**src/rtl/music_pkg.sv**
```systemverilog
// -----------------------------------------------------------------------------
// music_pkg
//   Shared types and constants for the music playback sequencer.
//   - state_t      : sequencer state (IDLE, PLAY, PAUSE)
//   - BEAT_W       : width of the quarter-beat index driven to the note ROMs
//   - TONE_W       : width of a tone frequency word
//   - SILENCE_TONE : tone value that means "no sound"
//   - wrap_inc/dec : modulo-N index stepping used for track selection
// -----------------------------------------------------------------------------
package music_pkg;

  localparam int BEAT_W = 8;
  localparam int TONE_W = 32;

  localparam logic [TONE_W-1:0] SILENCE_TONE = 32'd20000;
  localparam logic [BEAT_W-1:0] LAST_BEAT    = 8'd255;

  typedef enum logic [1:0] {
    IDLE  = 2'd0,
    PLAY  = 2'd1,
    PAUSE = 2'd2
  } state_t;

  // Step an index up by one, wrapping from n-1 back to 0.
  function automatic int wrap_inc(input int idx, input int n);
    return (idx + 1 >= n) ? 0 : idx + 1;
  endfunction

  // Step an index down by one, wrapping from 0 to n-1.
  function automatic int wrap_dec(input int idx, input int n);
    return (idx <= 0) ? n - 1 : idx - 1;
  endfunction

endpackage : music_pkg

```
**src/rtl/beat_tick_gen.sv**
```systemverilog
// -----------------------------------------------------------------------------
// beat_tick_gen
//   Clock-tick counter that divides the system clock into quarter-beat steps.
//   Counts 0..TICKS-1 while enabled and flags the terminal count.
//
//   Ports:
//     clk   in   system clock
//     rst   in   synchronous reset, active-high (count -> 0)
//     en    in   advance the count this cycle
//     clr   in   force the count back to 0 (wins over en)
//     term  out  combinational: en is high and the count is at TICKS-1;
//                the count returns to 0 on this edge
// -----------------------------------------------------------------------------
module beat_tick_gen #(
  parameter int TICKS = 25_000_000
) (
  input  logic clk,
  input  logic rst,
  input  logic en,
  input  logic clr,
  output logic term
);

  localparam int CW = (TICKS > 1) ? $clog2(TICKS) : 1;
  localparam logic [CW-1:0] LAST = CW'(TICKS - 1);

  logic [CW-1:0] cnt;

  // Gated by en so that a held count (paused, or a tick discarded in favour
  // of a command) never reports a terminal step.
  assign term = en && (cnt == LAST);

  // NOTE: sequential state is written with non-blocking assignments only, so
  // every flop samples the pre-edge values regardless of block ordering.
  always_ff @(posedge clk) begin
    if (rst) begin
      cnt <= '0;
    end else if (clr) begin
      cnt <= '0;
    end else if (term) begin
      cnt <= '0;
    end else if (en) begin
      cnt <= cnt + 1'b1;
    end
  end

endmodule : beat_tick_gen

```
**src/rtl/music_seq_ctrl.sv**
```systemverilog
// -----------------------------------------------------------------------------
// music_seq_ctrl
//   Playback sequencer for the per-track note ROMs. Generates the quarter-beat
//   index and track select, executes play/pause/stop/next/prev commands, and
//   gates the selected track's tones to the audio divider stage (silence
//   whenever the sequencer is not playing).
//
//   Build option:
//     MUSIC_SEQ_AUTO_NEXT_EN  defined   : at end of track advance to the next
//                                         track and keep playing
//                             undefined : at end of track return to IDLE
//
//   Ports:
//     clk         in   system clock
//     rst         in   synchronous reset, active-high
//     cmd_play    in   pulse: start from IDLE or resume from PAUSE
//     cmd_pause   in   pulse: pause while playing
//     cmd_stop    in   pulse: stop and rewind (track kept)
//     cmd_next    in   pulse: next track, wrapping
//     cmd_prev    in   pulse: previous track, wrapping
//     tone_l_in   in   left tone from the selected track ROM
//     tone_r_in   in   right tone from the selected track ROM
//     ibeat_num   out  quarter-beat index driven to the ROMs
//     track       out  selected track
//     tone_l      out  gated left tone, registered
//     tone_r      out  gated right tone, registered
//     playing     out  high while in PLAY
//     track_done  out  one-cycle pulse when index 255 completes
//
//   Command priority in a cycle: stop > next/prev > play/pause. next and prev
//   together cancel each other out. Any command that takes effect discards a
//   coincident terminal tick.
// -----------------------------------------------------------------------------
module music_seq_ctrl
  import music_pkg::*;
#(
  parameter int                 CLK_HZ         = 100_000_000,
  parameter int                 TICKS_PER_BEAT = 25_000_000,
  parameter int                 NUM_TRACKS     = 4,
  parameter logic [TONE_W-1:0]  SILENCE        = SILENCE_TONE
) (
  input  logic                          clk,
  input  logic                          rst,
  input  logic                          cmd_play,
  input  logic                          cmd_pause,
  input  logic                          cmd_stop,
  input  logic                          cmd_next,
  input  logic                          cmd_prev,
  input  logic [TONE_W-1:0]             tone_l_in,
  input  logic [TONE_W-1:0]             tone_r_in,
  output logic [BEAT_W-1:0]             ibeat_num,
  output logic [$clog2(NUM_TRACKS)-1:0] track,
  output logic [TONE_W-1:0]             tone_l,
  output logic [TONE_W-1:0]             tone_r,
  output logic                          playing,
  output logic                          track_done
);

  localparam int TRACK_W = $clog2(NUM_TRACKS);

  // Reject configurations the counter and track logic cannot represent.
  if (CLK_HZ <= 0 || TICKS_PER_BEAT < 2 || NUM_TRACKS < 2) begin : g_param_check
    $error("music_seq_ctrl: need CLK_HZ > 0, TICKS_PER_BEAT >= 2, NUM_TRACKS >= 2");
  end

  state_t               state;
  state_t               state_next;
  logic [BEAT_W-1:0]    ibeat_next;
  logic [TRACK_W-1:0]   track_next;
  logic                 done_next;

  logic                 go_next;
  logic                 go_prev;
  logic                 tick_en;
  logic                 tick_clr;
  logic                 tick_term;

  // Effective navigation: stop overrides it, and next+prev together is a no-op.
  assign go_next = cmd_next & ~cmd_prev & ~cmd_stop;
  assign go_prev = cmd_prev & ~cmd_next & ~cmd_stop;

  // The counter only runs in PLAY when no command takes effect this cycle.
  // cmd_play is ignored in PLAY, so it does not hold the counter.
  assign tick_en  = (state == PLAY) & ~cmd_stop & ~go_next & ~go_prev & ~cmd_pause;
  assign tick_clr = cmd_stop | go_next | go_prev;

  beat_tick_gen #(
    .TICKS (TICKS_PER_BEAT)
  ) u_tick (
    .clk  (clk),
    .rst  (rst),
    .en   (tick_en),
    .clr  (tick_clr),
    .term (tick_term)
  );

  // NOTE: every output of this block gets a default before any branch, so no
  // path leaves a signal unassigned and no latch is inferred.
  always_comb begin
    state_next = state;
    ibeat_next = ibeat_num;
    track_next = track;
    done_next  = 1'b0;

    if (cmd_stop) begin
      state_next = IDLE;
      ibeat_next = '0;
    end else if (go_next) begin
      track_next = TRACK_W'(wrap_inc(int'(track), NUM_TRACKS));
      ibeat_next = '0;
    end else if (go_prev) begin
      track_next = TRACK_W'(wrap_dec(int'(track), NUM_TRACKS));
      ibeat_next = '0;
    end else begin
      unique case (state)
        IDLE: begin
          if (cmd_play) state_next = PLAY;
        end
        PAUSE: begin
          // Counters were frozen, so playback resumes mid-step.
          if (cmd_play) state_next = PLAY;
        end
        PLAY: begin
          if (cmd_pause) begin
            state_next = PAUSE;
          end else if (tick_term) begin
            if (ibeat_num == LAST_BEAT) begin
              done_next  = 1'b1;
              ibeat_next = '0;
`ifdef MUSIC_SEQ_AUTO_NEXT_EN
              track_next = TRACK_W'(wrap_inc(int'(track), NUM_TRACKS));
`else
              state_next = IDLE;
`endif
            end else begin
              ibeat_next = ibeat_num + 1'b1;
            end
          end
        end
        default: state_next = IDLE;
      endcase
    end
  end

  // NOTE: reset is synchronous; it is just the highest-priority branch of the
  // clocked block, so it only takes effect on a rising clock edge.
  always_ff @(posedge clk) begin
    if (rst) begin
      state      <= IDLE;
      ibeat_num  <= '0;
      track      <= '0;
      tone_l     <= SILENCE;
      tone_r     <= SILENCE;
      playing    <= 1'b0;
      track_done <= 1'b0;
    end else begin
      state      <= state_next;
      ibeat_num  <= ibeat_next;
      track      <= track_next;
      track_done <= done_next;
      playing    <= (state_next == PLAY);
      // Tones are gated on the state being entered, so they fall silent in
      // the same cycle the sequencer leaves PLAY.
      tone_l     <= (state_next == PLAY) ? tone_l_in : SILENCE;
      tone_r     <= (state_next == PLAY) ? tone_r_in : SILENCE;
    end
  end

endmodule : music_seq_ctrl

```
**config.mk**
```make
export PLATFORM = sky130hd
export DESIGN_NAME = music_seq_ctrl
export DESIGN_NICKNAME = d
export VERILOG_FILES = /design/src/rtl/music_pkg.sv /design/src/rtl/beat_tick_gen.sv /design/src/rtl/music_seq_ctrl.sv
export SDC_FILE = /design/constraint.sdc
export NUM_CORES = 1
export LEC_CHECK = 0
export ABC_AREA = 0
export CORE_MARGIN = 4
export CORE_UTILIZATION = 43
export CTS_CLUSTER_DIAMETER = 50
export DETAILED_ROUTE_END_ITERATION = 16
export MAX_ROUTING_LAYER = met4
export PLACE_DENSITY = 0.78
export SLEW_MARGIN = 20
export SYNTH_ARGS = -nofsm -noshare
export SYNTH_HDL_FRONTEND = slang
export SYNTH_SLANG_ARGS = --single-unit
```
**constraint.sdc**
```tcl
create_clock -name clk -period 2.6 [get_ports clk]
set_clock_uncertainty 0.05 [all_clocks]
set_input_delay 0.26 -clock clk [delete_from_list [all_inputs] [get_ports clk]]
set_output_delay 0.26 -clock clk [all_outputs]
set_load 0.03 [all_outputs]
```
-- After elaboration in Yosys (flattened, before gate mapping)
Cells that the tools add are included.
- register bits: 103
- output and inout port bits: 76
- $add $sub $neg: 4
- magnitude comparators: 2
- equal/unequal tests: 5
- multiplexer cells: 14
- bitwise logic cells: 19
- reductions and logical operators: 10
- operator list (operator ; count):
    $add 25x1->25 const B ; 1
    $eq 25x25->1 const B ; 1
    $mux 2 ; 11
    $not 1->1 ; 9
    $add 8x1->8 const B ; 1
    $and 1x1->1 ; 8
    $eq 8x8->1 const B ; 1
    $mux 8 ; 1
    $reduce_or 7->1 ; 1
    $eq 2x1->1 const B ; 2
    $pmux 2 s2 ; 1
    $reduce_or 2->1 ; 2
    $reduce_or 4->1 ; 1
    $add 2x1->3 const B ; 1
    $ge 3x3->1 const B ; 1
    $reduce_and 3->1 ; 1
    $reduce_or 3->1 ; 1
    $eq 2x2->1 const B ; 1
    $le 2x1->1 const B ; 1
    $logic_not 2->1 ; 1
    $or 1x1->1 ; 2
    $reduce_and 2->1 ; 1
    $reduce_bool 2->1 ; 1
    $sub 2x1->2 const B ; 1
    other kinds (2) ; 2

-- Depth between registers and ports, before layout
- depth in word-level cells: 17
- gate-level depth with buffers: 8
- mapped depth without buffers: 6

-- By module
A second synthesis with hierarchy kept.
- cells, all modules: 362
- area, all modules: 3759.9 um^2
- modules (own cells, without submodules) (module ; times used ; cells an instance ; area each (um^2) ; sequential area each (um^2)):
    music_seq_ctrl ; 1 ; 226 ; 2543.7 ; 1561.5
    beat_tick_gen ; 1 ; 136 ; 1216.2 ; 500.5

-- Worst setup path before layout
Ideal clock, no wire load.
- kind: input -> register
- start: input port cmd_prev
- end: register ibeat_num[6]
- library setup time: 0.072 ns
- arrival time: 2.133 ns
- data required time: 2.478 ns
- slack: 0.345 ns
- stages: 7
- buffers on the path: 2
- cell sequence: clkbuf_1 > xnor2_2 > nand4_4 > or4_4 > buf_6 > or4_1 > a21oi_1
- longest elaborated chain between the ends: 9
- elaborated cells on any way between the ends: 13
- those cells by class: bitwise (10); reduce/logical (3)
- RTL lines (element ; line ; RTL):
    start: declaration ; music_seq_ctrl.sv:48 ; input logic cmd_prev,
    $not 1->1 ; music_seq_ctrl.sv:79 ; assign go_next = cmd_next & ~cmd_prev & ~cmd_stop;
    $and 1x1->1 (2 in a row) ; music_seq_ctrl.sv:79 ;
    $not 1->1 ; music_seq_ctrl.sv:84 ; assign tick_en = (state == PLAY) & ~cmd_stop & ~go_next & ~go_prev & ~cmd_pause;
    $and 1x1->1 (3 in a row) ; music_seq_ctrl.sv:84 ;
    $logic_and 1x1->1 ; beat_tick_gen.sv:31 ; assign term = en && (cnt == LAST);
    $reduce_and 3->1 (no source line) ; - ;
    end signal: assignment ; music_seq_ctrl.sv:158 ; ibeat_num <= ibeat_next;
    end: declaration ; music_seq_ctrl.sv:51 ; output logic [BEAT_W-1:0] ibeat_num,
Several ways; a longest one is shown, not always the timed one.
A chain may end at the register's enable or synchronous reset.

-- Final worst setup path
- start: register u_tick.cnt[6]
- end: register ibeat_num[6]
- longest elaborated chain between the ends: 3
- RTL lines (element ; line ; RTL):
    start: declaration ; beat_tick_gen.sv:27 ; logic [CW-1:0] cnt;
    start signal: assignment ; beat_tick_gen.sv:43 ; cnt <= cnt + 1'b1;
    $eq 25x25->1 ; beat_tick_gen.sv:31 ;
    $logic_and 1x1->1 ; beat_tick_gen.sv:31 ;
    $reduce_and 3->1 (no source line) ; - ;
No other way between the ends.

==> results_dict.tcl <==
set metrics [dict create \
    outcome "finished, final reports clean" \
    static-leakage-power_nw 1.97 \
    post-synth-top-area-cell "sky130_fd_sc_hd__dfxtp_1" \
    final_hold_viol_count 0 \
    maxCapViolCount 0 \
    final-setup-viol-count 0 \
    tritoncts "yes" \
    clock_latency_ps 360 \
    coreArea_mm2 0.00830 \
    synth-seq-area-share 0.556 \
    route.detailed.drc 0 \
    timing.slew.headroom 0.723 \
    tns_ps 0 \
    final_antenna_net_count 0 \
    dp.final_hpwl_um 7310 \
    antenna_cells_inserted 0 \
    achievable-frequency_mhz 452 \
    track_usage 0.194 \
    power.combinational.fraction 0.107 \
    clock_power_share 0.355 \
    synth.top_cells.by_count "sky130_fd_sc_hd__dfxtp_1, sky130_fd_sc_hd__and2_1, sky130_fd_sc_hd__nor2_1" \
    initial_antenna_violation_count 0 \
    cts_setup_buffers 0 \
    cts.htree.levels 3 \
    yosys_most_used_dff "sky130_fd_sc_hd__dfxtp_1" \
    grt_max_degree 66 \
    final_gp_congestion 0.840 \
    layout_cells_sized_above_1 0.0678 \
    type_of_the_tightest_min_delay_check "in2reg" \
    preCtsSetupSlack_ps 107 \
    sequentialPowerShare 0.538 \
    critical_path.max_fanout 7 \
    fp.dieW_um 101 \
    viasPerCell 4.92 \
    global_route_wire_length_before_repair_um 14900 \
    period_needed_ps 2210 \
    fp.dieArea_mm2 0.0102 \
    cts_inserted_buffers 9 \
    post_cts.resized_instances 0 \
    detailedRoute.firstPassIterationCount 4 \
    finish.net_count 601 \
    layoutNonFillerInstCount 636 \
    worst-endpoint-arrival_ps 2460 \
    final.period_utilization 0.851 \
    cts-root-buf "sky130_fd_sc_hd__clkbuf_8" \
    placed_area_mm2 0.00536 \
    initial_core_util 0.447 \
    worst_setup_hold_path_clk_slew_ps 110 \
    setup.worst_path.class "reg2reg" \
    grt_overflow 0 \
    syn2layout_area_growth_pct 50.5 \
    cts_hold_repair.buffers 0 \
    port_buffers 146 \
    most_frequently_used_cell_type_in_the_post_synthesis_netlist "sky130_fd_sc_hd__dfxtp_1" \
    synth_seq_cells 103 \
    rsz0062_at_grt "no" \
    power.net_switching_mw 0.744 \
    maxUsedRoutingLayer "met4" \
    syn-instance-count 372 \
    vdd.ir_drop.worst_mv 0.526 \
    die_height_um 101 \
    placementRows 33 \
    transition_time_of_the_tightest_slew_check_pin_ps 411 \
    layout_setup_ws_ps 387 \
    routed_wire_length_um 9490 \
    met3WireLength_um 1080 \
    dp_cells 620 \
    synth_largest_type_area_fraction 0.556 \
    mean_area_per_synthesized_cell_um2 9.97 \
    wl_met2_um 4750 \
    power_density_mw_per_mm2 540 \
    worst_setup_path_start_kind "flop" \
    async_flop_share 0 \
    synth-warning-count 0 \
    synth_fp_nets 447 \
    post_synth_instance_area_mm2 0.00371 \
    crit_path_end_kind "flop" \
    synth.top_cells.by_area "sky130_fd_sc_hd__dfxtp_1, sky130_fd_sc_hd__and2_1, sky130_fd_sc_hd__xnor2_1, sky130_fd_sc_hd__nor2_1, sky130_fd_sc_hd__nand2b_1" \
    post_synth_num_cell_types 41 \
    final_area_mm2 0.00558 \
    postLayoutCoreUtil 0.673 \
    dr.first_iter.drc_count 123 \
    route.layer.met1.wl_um 3510 \
    p_sw_frac 0.247 \
    detailroute.via_count 3126 \
    cts.sink_count 103 \
    synth_enable_flop_cells 0 \
    average_wire_per_cell_in_the_routed_design_um 14.9 \
    final_max_slew_viol_count 0 \
    cellInternalPower_mw 2.27 \
    boundaryPins 147 \
    clk_path_buf_depth 2 \
    vias_in_the_first_global_route 3189 \
    cp_data_required_time_ps 2840 \
]
[final cells by class]
class                   instances  area, um2
clock buffers                   9        124
clock inverters                 7       95.1
fillers                       669       2720
inverters                       7       26.3
multi-input cells             246       1560
flip-flops and latches        103       2060
well taps                     105        131
repair buffers                159       1580
[power groups by stage]
stage               clock network [mW]  registers [mW]  logic (mW)
finish                            1.07            1.62       0.324
global route                      1.16            1.63       0.345
CTS                               1.10            1.62       0.328
detailed placement                   0            1.66       0.325
floorplan                            0            1.72      0.0660
global placement                     0            1.66       0.321
[layout by cell type, fill, tap and decap left out, types with 2 or more instances in the layout]
| master | instances |
|---|---|
| sky130_fd_sc_hd__a21oi_1 | 10 |
| sky130_fd_sc_hd__and2_1 | 58 |
| sky130_fd_sc_hd__and3_1 | 6 |
| sky130_fd_sc_hd__and4_1 | 4 |
| sky130_fd_sc_hd__buf_12 | 2 |
| sky130_fd_sc_hd__buf_4 | 11 |
| sky130_fd_sc_hd__clkbuf_8 | 9 |
| sky130_fd_sc_hd__clkdlybuf4s50_1 | 146 |
| sky130_fd_sc_hd__clkinv_4 | 2 |
| sky130_fd_sc_hd__dfxtp_1 | 103 |
| sky130_fd_sc_hd__ha_1 | 4 |
| sky130_fd_sc_hd__inv_1 | 7 |
| sky130_fd_sc_hd__inv_8 | 2 |
| sky130_fd_sc_hd__nand2_1 | 14 |
| sky130_fd_sc_hd__nand2b_1 | 13 |
| sky130_fd_sc_hd__nand3_1 | 11 |
| sky130_fd_sc_hd__nand4_1 | 10 |
| sky130_fd_sc_hd__nand4b_1 | 2 |
| sky130_fd_sc_hd__nor2_1 | 37 |
| sky130_fd_sc_hd__nor3_1 | 9 |
| sky130_fd_sc_hd__nor3b_1 | 3 |
| sky130_fd_sc_hd__nor4_1 | 10 |
| sky130_fd_sc_hd__o21ai_0 | 7 |
| sky130_fd_sc_hd__o22ai_1 | 2 |
| sky130_fd_sc_hd__or4_1 | 2 |
| sky130_fd_sc_hd__xnor2_1 | 22 |
| sky130_fd_sc_hd__xor2_1 | 3 |
[sequential cells by signal (all words and copies together) (netlist names)]
signal	count
u_tick.cnt	25
state	2
playing	1
tone_l	32
track	2
track_done	1
tone_r	32
ibeat_num	8
[per-stage QoR]
stage	power, mW	hold WS [ps]
floorplan	1.79	279
global placement	1.98	437
detailed placement	1.98	450
CTS	3.05	373
global route	3.13	360
finish	3.01	389
[final timing paths]
path / slack (ps) / startpoint / cells after the start / endpoint
setup / recovery: 390 / u_tick.cnt[6] / 5 / ibeat_num[6]
hold / removal: 390 / tone_r_in[13] / 2 / tone_r[13]
hold reg to reg: 460 / ibeat_num[6] / 2 / ibeat_num[6]
setup reg to reg: 390 / u_tick.cnt[6] / 5 / ibeat_num[6]
[critical path: stages (launching register included)]
cell and delay [ps]:
sky130_fd_sc_hd__dfxtp_1 390, sky130_fd_sc_hd__nor4_1 290, sky130_fd_sc_hd__nand4_1 180, sky130_fd_sc_hd__or4_4 580
sky130_fd_sc_hd__or4_1 510, sky130_fd_sc_hd__a21oi_1 150
[layer usage]
layer,global-route usage,up-vias
met5,-,-
met4,0.0549,0
met3,0.103,12
met2,0.328,109
met1,0.194,1454
li1,-,1551
[cells by family after synthesis]
group                      count (synthesis)  synth area share
and+or+nand+nor                          187             0.292
DFF                                      103             0.556
buffers and inverters                     23            0.0273
xor gates and xnor gates                  26            0.0634
AOI/OAI and AO/OA                         28            0.0449
adders and majority gates                  4            0.0135
muxes                                      1           0.00270
(Power assumes the default switching activity.)
